--- src/rtl/sample_framer_if.sv ---
// Sample-in / frame-out handshake bundle for the sample framer.
// The framer uses the slave view; the producer/consumer side uses master.
interface sample_framer_if #(
  parameter int SIZE  = 8,
  parameter int WIDTH = 8
);
  logic                    s_valid;
  logic                    s_ready;
  logic [WIDTH-1:0]        s_data;
  logic                    frame_valid;
  logic                    frame_ready;
  logic [SIZE*WIDTH-1:0]   frame_data;
  logic [7:0]              frame_seq;

  modport master (
    output s_valid, s_data, frame_ready,
    input  s_ready, frame_valid, frame_data, frame_seq
  );

  modport slave (
    input  s_valid, s_data, frame_ready,
    output s_ready, frame_valid, frame_data, frame_seq
  );
endinterface

--- src/rtl/sample_framer.sv ---
// Collects a serial sample stream into SIZE-sample frames (oldest at index 0),
// emitting a new frame every HOP samples after the initial fill.
module sample_framer #(
  parameter int SIZE  = 8,
  parameter int WIDTH = 8,
  parameter int HOP   = 8
) (
  input  logic            clk,
  input  logic            rst_n,
  input  logic            clear,
  sample_framer_if.slave  bus
);
  localparam int CW = $clog2(SIZE + 1);
  localparam int FW = SIZE * WIDTH;
  localparam logic [CW-1:0] FILL_LAST = CW'(SIZE - 1);
  localparam logic [CW-1:0] HOP_LAST  = CW'(HOP - 1);

  typedef enum logic [0:0] {ST_FILL = 1'b0, ST_RUN = 1'b1} state_t;

  state_t          state_q, state_d;
  logic [CW-1:0]   cnt_q, cnt_d;
  logic [FW-1:0]   sh_q, sh_d;
  logic [FW-1:0]   frame_data_q, frame_data_d;
  logic            frame_valid_q, frame_valid_d;
  logic [7:0]      frame_seq_q, frame_seq_d;
  logic [FW-1:0]   sh_shift_s;
  logic            trig_pend_s;
  logic            s_ready_s;
  logic            accept_s;
  logic            trigger_s;

  // Whether the next accepted sample completes a frame
  always_comb begin
    trig_pend_s = 1'b0;
    case (state_q)
      ST_FILL: trig_pend_s = (cnt_q == FILL_LAST);
      ST_RUN:  trig_pend_s = (cnt_q == HOP_LAST);
      default: trig_pend_s = 1'b0;
    endcase
  end

  // Stall only the completing sample while an unconsumed frame is held
  assign s_ready_s  = !clear && !(frame_valid_q && !bus.frame_ready && trig_pend_s);
  assign accept_s   = bus.s_valid && s_ready_s;
  assign trigger_s  = accept_s && trig_pend_s;
  assign sh_shift_s = {bus.s_data, sh_q[FW-1:WIDTH]};

  // Next-state logic for counter, shift register and frame output
  always_comb begin
    state_d       = state_q;
    cnt_d         = cnt_q;
    sh_d          = sh_q;
    frame_data_d  = frame_data_q;
    frame_valid_d = frame_valid_q;
    frame_seq_d   = frame_seq_q;
    if (clear) begin
      state_d       = ST_FILL;
      cnt_d         = {CW{1'b0}};
      frame_valid_d = 1'b0;
    end else begin
      if (accept_s) begin
        sh_d = sh_shift_s;
        if (trig_pend_s) begin
          state_d = ST_RUN;
          cnt_d   = {CW{1'b0}};
        end else begin
          cnt_d = cnt_q + CW'(1);
        end
      end else begin
        sh_d = sh_q;
      end
      // A trigger on the same edge as a consume keeps frame_valid high
      if (trigger_s) begin
        frame_data_d  = sh_shift_s;
        frame_valid_d = 1'b1;
        frame_seq_d   = frame_seq_q + 8'd1;
      end else if (frame_valid_q && bus.frame_ready) begin
        frame_valid_d = 1'b0;
      end else begin
        frame_valid_d = frame_valid_q;
      end
    end
  end

  // State registers
  always_ff @(posedge clk or negedge rst_n) begin
    if (!rst_n) begin
      state_q       <= ST_FILL;
      cnt_q         <= {CW{1'b0}};
      sh_q          <= {FW{1'b0}};
      frame_data_q  <= {FW{1'b0}};
      frame_valid_q <= 1'b0;
      frame_seq_q   <= 8'd0;
    end else begin
      state_q       <= state_d;
      cnt_q         <= cnt_d;
      sh_q          <= sh_d;
      frame_data_q  <= frame_data_d;
      frame_valid_q <= frame_valid_d;
      frame_seq_q   <= frame_seq_d;
    end
  end

  assign bus.s_ready     = s_ready_s;
  assign bus.frame_valid = frame_valid_q;
  assign bus.frame_data  = frame_data_q;
  assign bus.frame_seq   = frame_seq_q;
endmodule

--- src/flat_wrapper.sv ---
// flat-port wrapper written by rule: the top's interface ports become plain ports
module sample_framer_flat 
#(
  parameter int SIZE  = 8,
  parameter int WIDTH = 8,
  parameter int HOP   = 8
)
  (clk, rst_n, clear, bus_s_valid, bus_s_data, bus_frame_ready, bus_s_ready, bus_frame_valid, bus_frame_data, bus_frame_seq);
  sample_framer_if #(.SIZE(SIZE), .WIDTH(WIDTH)) bus_i ();
  input  logic clk;
  input  logic rst_n;
  input  logic clear;
  input wire logic [$bits(bus_i.s_valid)-1:0] bus_s_valid;
  input wire logic [$bits(bus_i.s_data)-1:0] bus_s_data;
  input wire logic [$bits(bus_i.frame_ready)-1:0] bus_frame_ready;
  output wire logic [$bits(bus_i.s_ready)-1:0] bus_s_ready;
  output wire logic [$bits(bus_i.frame_valid)-1:0] bus_frame_valid;
  output wire logic [$bits(bus_i.frame_data)-1:0] bus_frame_data;
  output wire logic [$bits(bus_i.frame_seq)-1:0] bus_frame_seq;
  assign bus_i.s_valid = bus_s_valid;
  assign bus_i.s_data = bus_s_data;
  assign bus_i.frame_ready = bus_frame_ready;
  assign bus_s_ready = bus_i.s_ready;
  assign bus_frame_valid = bus_i.frame_valid;
  assign bus_frame_data = bus_i.frame_data;
  assign bus_frame_seq = bus_i.frame_seq;
  sample_framer #(.SIZE(SIZE), .WIDTH(WIDTH), .HOP(HOP)) u_core (.clk(clk), .rst_n(rst_n), .clear(clear), .bus(bus_i));
endmodule
--- config.mk ---
export PLATFORM = sky130hd
export DESIGN_NAME = sample_framer_flat
export DESIGN_NICKNAME = d
export VERILOG_FILES = /design/src/rtl/sample_framer_if.sv /design/src/rtl/sample_framer.sv /design/src/flat_wrapper.sv
export SDC_FILE = /design/constraint.sdc
export NUM_CORES = 1
export LEC_CHECK = 0
export BUFFER_PORTS_ARGS = -buffer_cell sky130_fd_sc_hd__buf_2
export CORE_UTILIZATION = 50
export DETAILED_ROUTE_END_ITERATION = 8
export HOLD_SLACK_MARGIN = 0.1
export PLACE_DENSITY = 0.8
export SYNTH_ARGS = -nofsm -noshare
export SYNTH_HDL_FRONTEND = slang
export SYNTH_SLANG_ARGS = --single-unit
--- constraint.sdc ---
create_clock -name clk -period 2.59 [get_ports clk]
set_clock_uncertainty 0.1 [all_clocks]
set_input_delay 0.1295 -clock clk [delete_from_list [all_inputs] [get_ports clk]]
set_output_delay 0.1295 -clock clk [all_outputs]
set_load 0.01 [all_outputs]
==> run metrics <==
asr flop ratio synth 100%; largest net degree at the start of global routing 86; Die Wd 105 um; slowest cell on the critical path dfrtp_1; post-synthesis mux area share 28.7%; Fin Setup TNS 0 ps; Tmin final between 2000 and 2500 ps; Area contributors post-synth dfrtp_1 (63%), mux2_2 (17%), mux2_4 (11%); status completed; Min-Delay Path Class input pin to asynchronous set/reset pin; post-synthesis to final-layout area growth 23.7%; Nets ~430; Sw Pwr 0.00131 W; largest fanout on the critical path 56; Mapped Avg Cell Area 17.2 um2; Seq/Total Area, Yosys a little over three fifths; critical path endpoint category register; Wirelength per Cell 15.4 um; worst hold slack 142 ps; buffers plus inverters on the worst setup path 1; CP Launch Type register; YS warnings 0; Final setup viols 0; Slew HR 49.1%; LEAKAGE 3.48 nW; Synth Cell Area 5300 um2; Post-CTS Hold Buffers 13; die footprint 11000 um2; post-CTS setup buffer count 0; layout cells sized above 1 57.6%; Worst-path clk slew 70 ps; critical-path cell list ha_1 -> nand3b_2 -> o21ai_2 -> or2_4 -> buf_12 -> mux2_2; Longest Clk Path Bufs 2; share of the synthesized area in the top cell type 62.8%; initial antenna violation count 0; n_diodes 0; largest family of logic cells by synthesized area multiplexers; post-synthesis cell type count 27; initial core utilization between 50% and 60%; ys flop type dfrtp_1; Post-CTS Resized 0; Via density just over 5; RSZ-0062 raised after global routing no; Worst VDD drop 0.000443 V; Max Cap Viol 0; hpwl dp 5430 um; Vias 2863; clock share of power between 40% and 50%; Crit Path Category register to register; drt pass-1 iters 4; worst slew pin tran 763 ps; gpl congestion 0.750; largest area contributor in the netlist dfrtp_1; EDFF count, synth 0; number of port buffers 86; Syn Inst Count 309; global route overflow 0; total CTS buffers 17; total of flip-flops plus latches after synthesis 133; Clock Tree Root clkbuf_8; simple-gate area share of the yosys netlist 2.76%; most instantiated cells after synthesis dfrtp_1 (133), mux2_2 (81), mux2_4 (40); height of the chip roughly 100 um; WP data arrival 2470 ps; CTS tree built; Pins Over Slew Limit 0; H-Tree Depth 4; crit share post-route between 80% and 90%; Power Internal about 0.0044 W; GRT Total Usage 17.3%; Sw Ratio 22.8%; # DRC 0; Clock Latency Late Sink 510 ps; most frequent cell after synthesis dfrtp_1; Ports 87; Flop pwr share between 40 and 50%; Synth Area in Adders 0.472%; Largest delay share family, worst path flip-flops; Slowest Stage Delay on Critical Path 390 ps; routed wire length 8690 um; final hold vios 0; fmax between 400 and 500 MHz; power per standard cell area 876 nW/um2; # clock sinks ~130; combinational share of power approximately a tenth; Antenna Nets Post-Route 0; syn nets 324; initial DRC count 101; Synth Area in Compound Gates 0.543%; first-pass GRT wire length about 15000 um; post-synthesis xor/xnor area fraction roughly 1.2%; core area 10300 um2; floorplan row count 37; Worst Path Required about 2900 ps; via count of the first global-routing pass 2888
[registers in the layout, summed over array words and instances (netlist names)]
name	flops
u_core.sh_q	56
u_core.bus.frame_valid	1
u_core.bus.frame_data	64
u_core.bus.frame_seq	8
u_core.cnt_q	4
[per-stage QoR]
stage / total power [W] / cells / area, um2 / utilization (%) / setup slack [ps]
after global placement: 0.00322 / 520 / 5800 / 56.2 / 584
after global routing: 0.00600 / 565 / 6560 / 63.5 / 307
after floorplan: 0.00309 / 309 / 5300 / - / 727
final: 0.00575 / 565 / 6560 / 63.5 / 410
after detailed placement: 0.00328 / 520 / 5800 / 56.2 / 455
after CTS: 0.00583 / 565 / 6560 / 63.5 / 434
[cells in the final DEF (no fill, tap or decap), drive strengths merged, types with 2 or more instances in the layout]
cell type	Yosys	layout
mux2	121	121
clkinv	0	3
a21oi	4	4
nand2	4	4
nand3	3	3
nand4	3	3
ha	2	2
dfrtp	133	133
inv	0	5
and3	2	2
clkinvlp	0	2
xnor2	6	6
clkbuf	1	18
nand3b	2	2
buf	14	90
nor2	4	4
dlygate4sd3	0	13
bufinv	0	4
[power groups by stage]
stage	logic [W]	registers (W)	clock network, W
floorplan	0.000484	0.00261	0
global placement	0.000542	0.00268	0
detailed placement	0.000569	0.00271	0
CTS	0.000593	0.00267	0.00256
global route	0.000632	0.00272	0.00265
finish	0.000582	0.00267	0.00250
[area by class of cell]
cell class	count	area, um2
sequential	133	3330
fill	772	3760
clock buffer	18	428
tap	136	170
timing repair buffer	103	647
clock inverter	14	198
multi-input combinational	161	1790
[final timing paths]
kind	slack, ps	depth (start not counted)	from	end
setup / recovery	410	6	u_core.cnt_q[0]$_DFFE_PN0P_	u_core.sh_q[41]$_DFFE_PN0P_
hold / removal	140	2	rst_n	u_core.sh_q[9]$_DFFE_PN0P_
setup reg to reg	410	6	u_core.cnt_q[0]$_DFFE_PN0P_	u_core.sh_q[41]$_DFFE_PN0P_
hold reg to reg	380	1	u_core.bus.frame_seq[7]$_DFFE_PN0P_	u_core.bus.frame_seq[7]$_DFFE_PN0P_
max in group asynchronous	1520	3	rst_n	u_core.bus.frame_data[45]$_DFFE_PN0P_
min in group clk	290	3	bus_s_data[4]	u_core.sh_q[60]$_DFFE_PN0P_
[layer usage]
| metal | share of wire (%) | wire, um | track usage (%) |
|---|---|---|---|
| met1 | 47 | 4060 | 23.6 |
| met2 | 47 | 4080 | 26.1 |
| met3 | 4.9 | 427 | 5.36 |
| met4 | 1.4 | 125 | 6.34 |
| met5 | 0 | 0 | 0 |
[logic make-up after synthesis]
| family | Yosys count |
|---|---|
| XOR/XNOR | 7 |
| AND/OR/NAND/NOR | 25 |
| AO/OA/AOI/OAI | 5 |
| adder cells (fa/ha/maj) | 2 |
| buffers and inverters | 15 |
| multiplexers | 122 |
| flip-flops | 133 |
No activity file was read; power rests on OpenSTA's default activity.
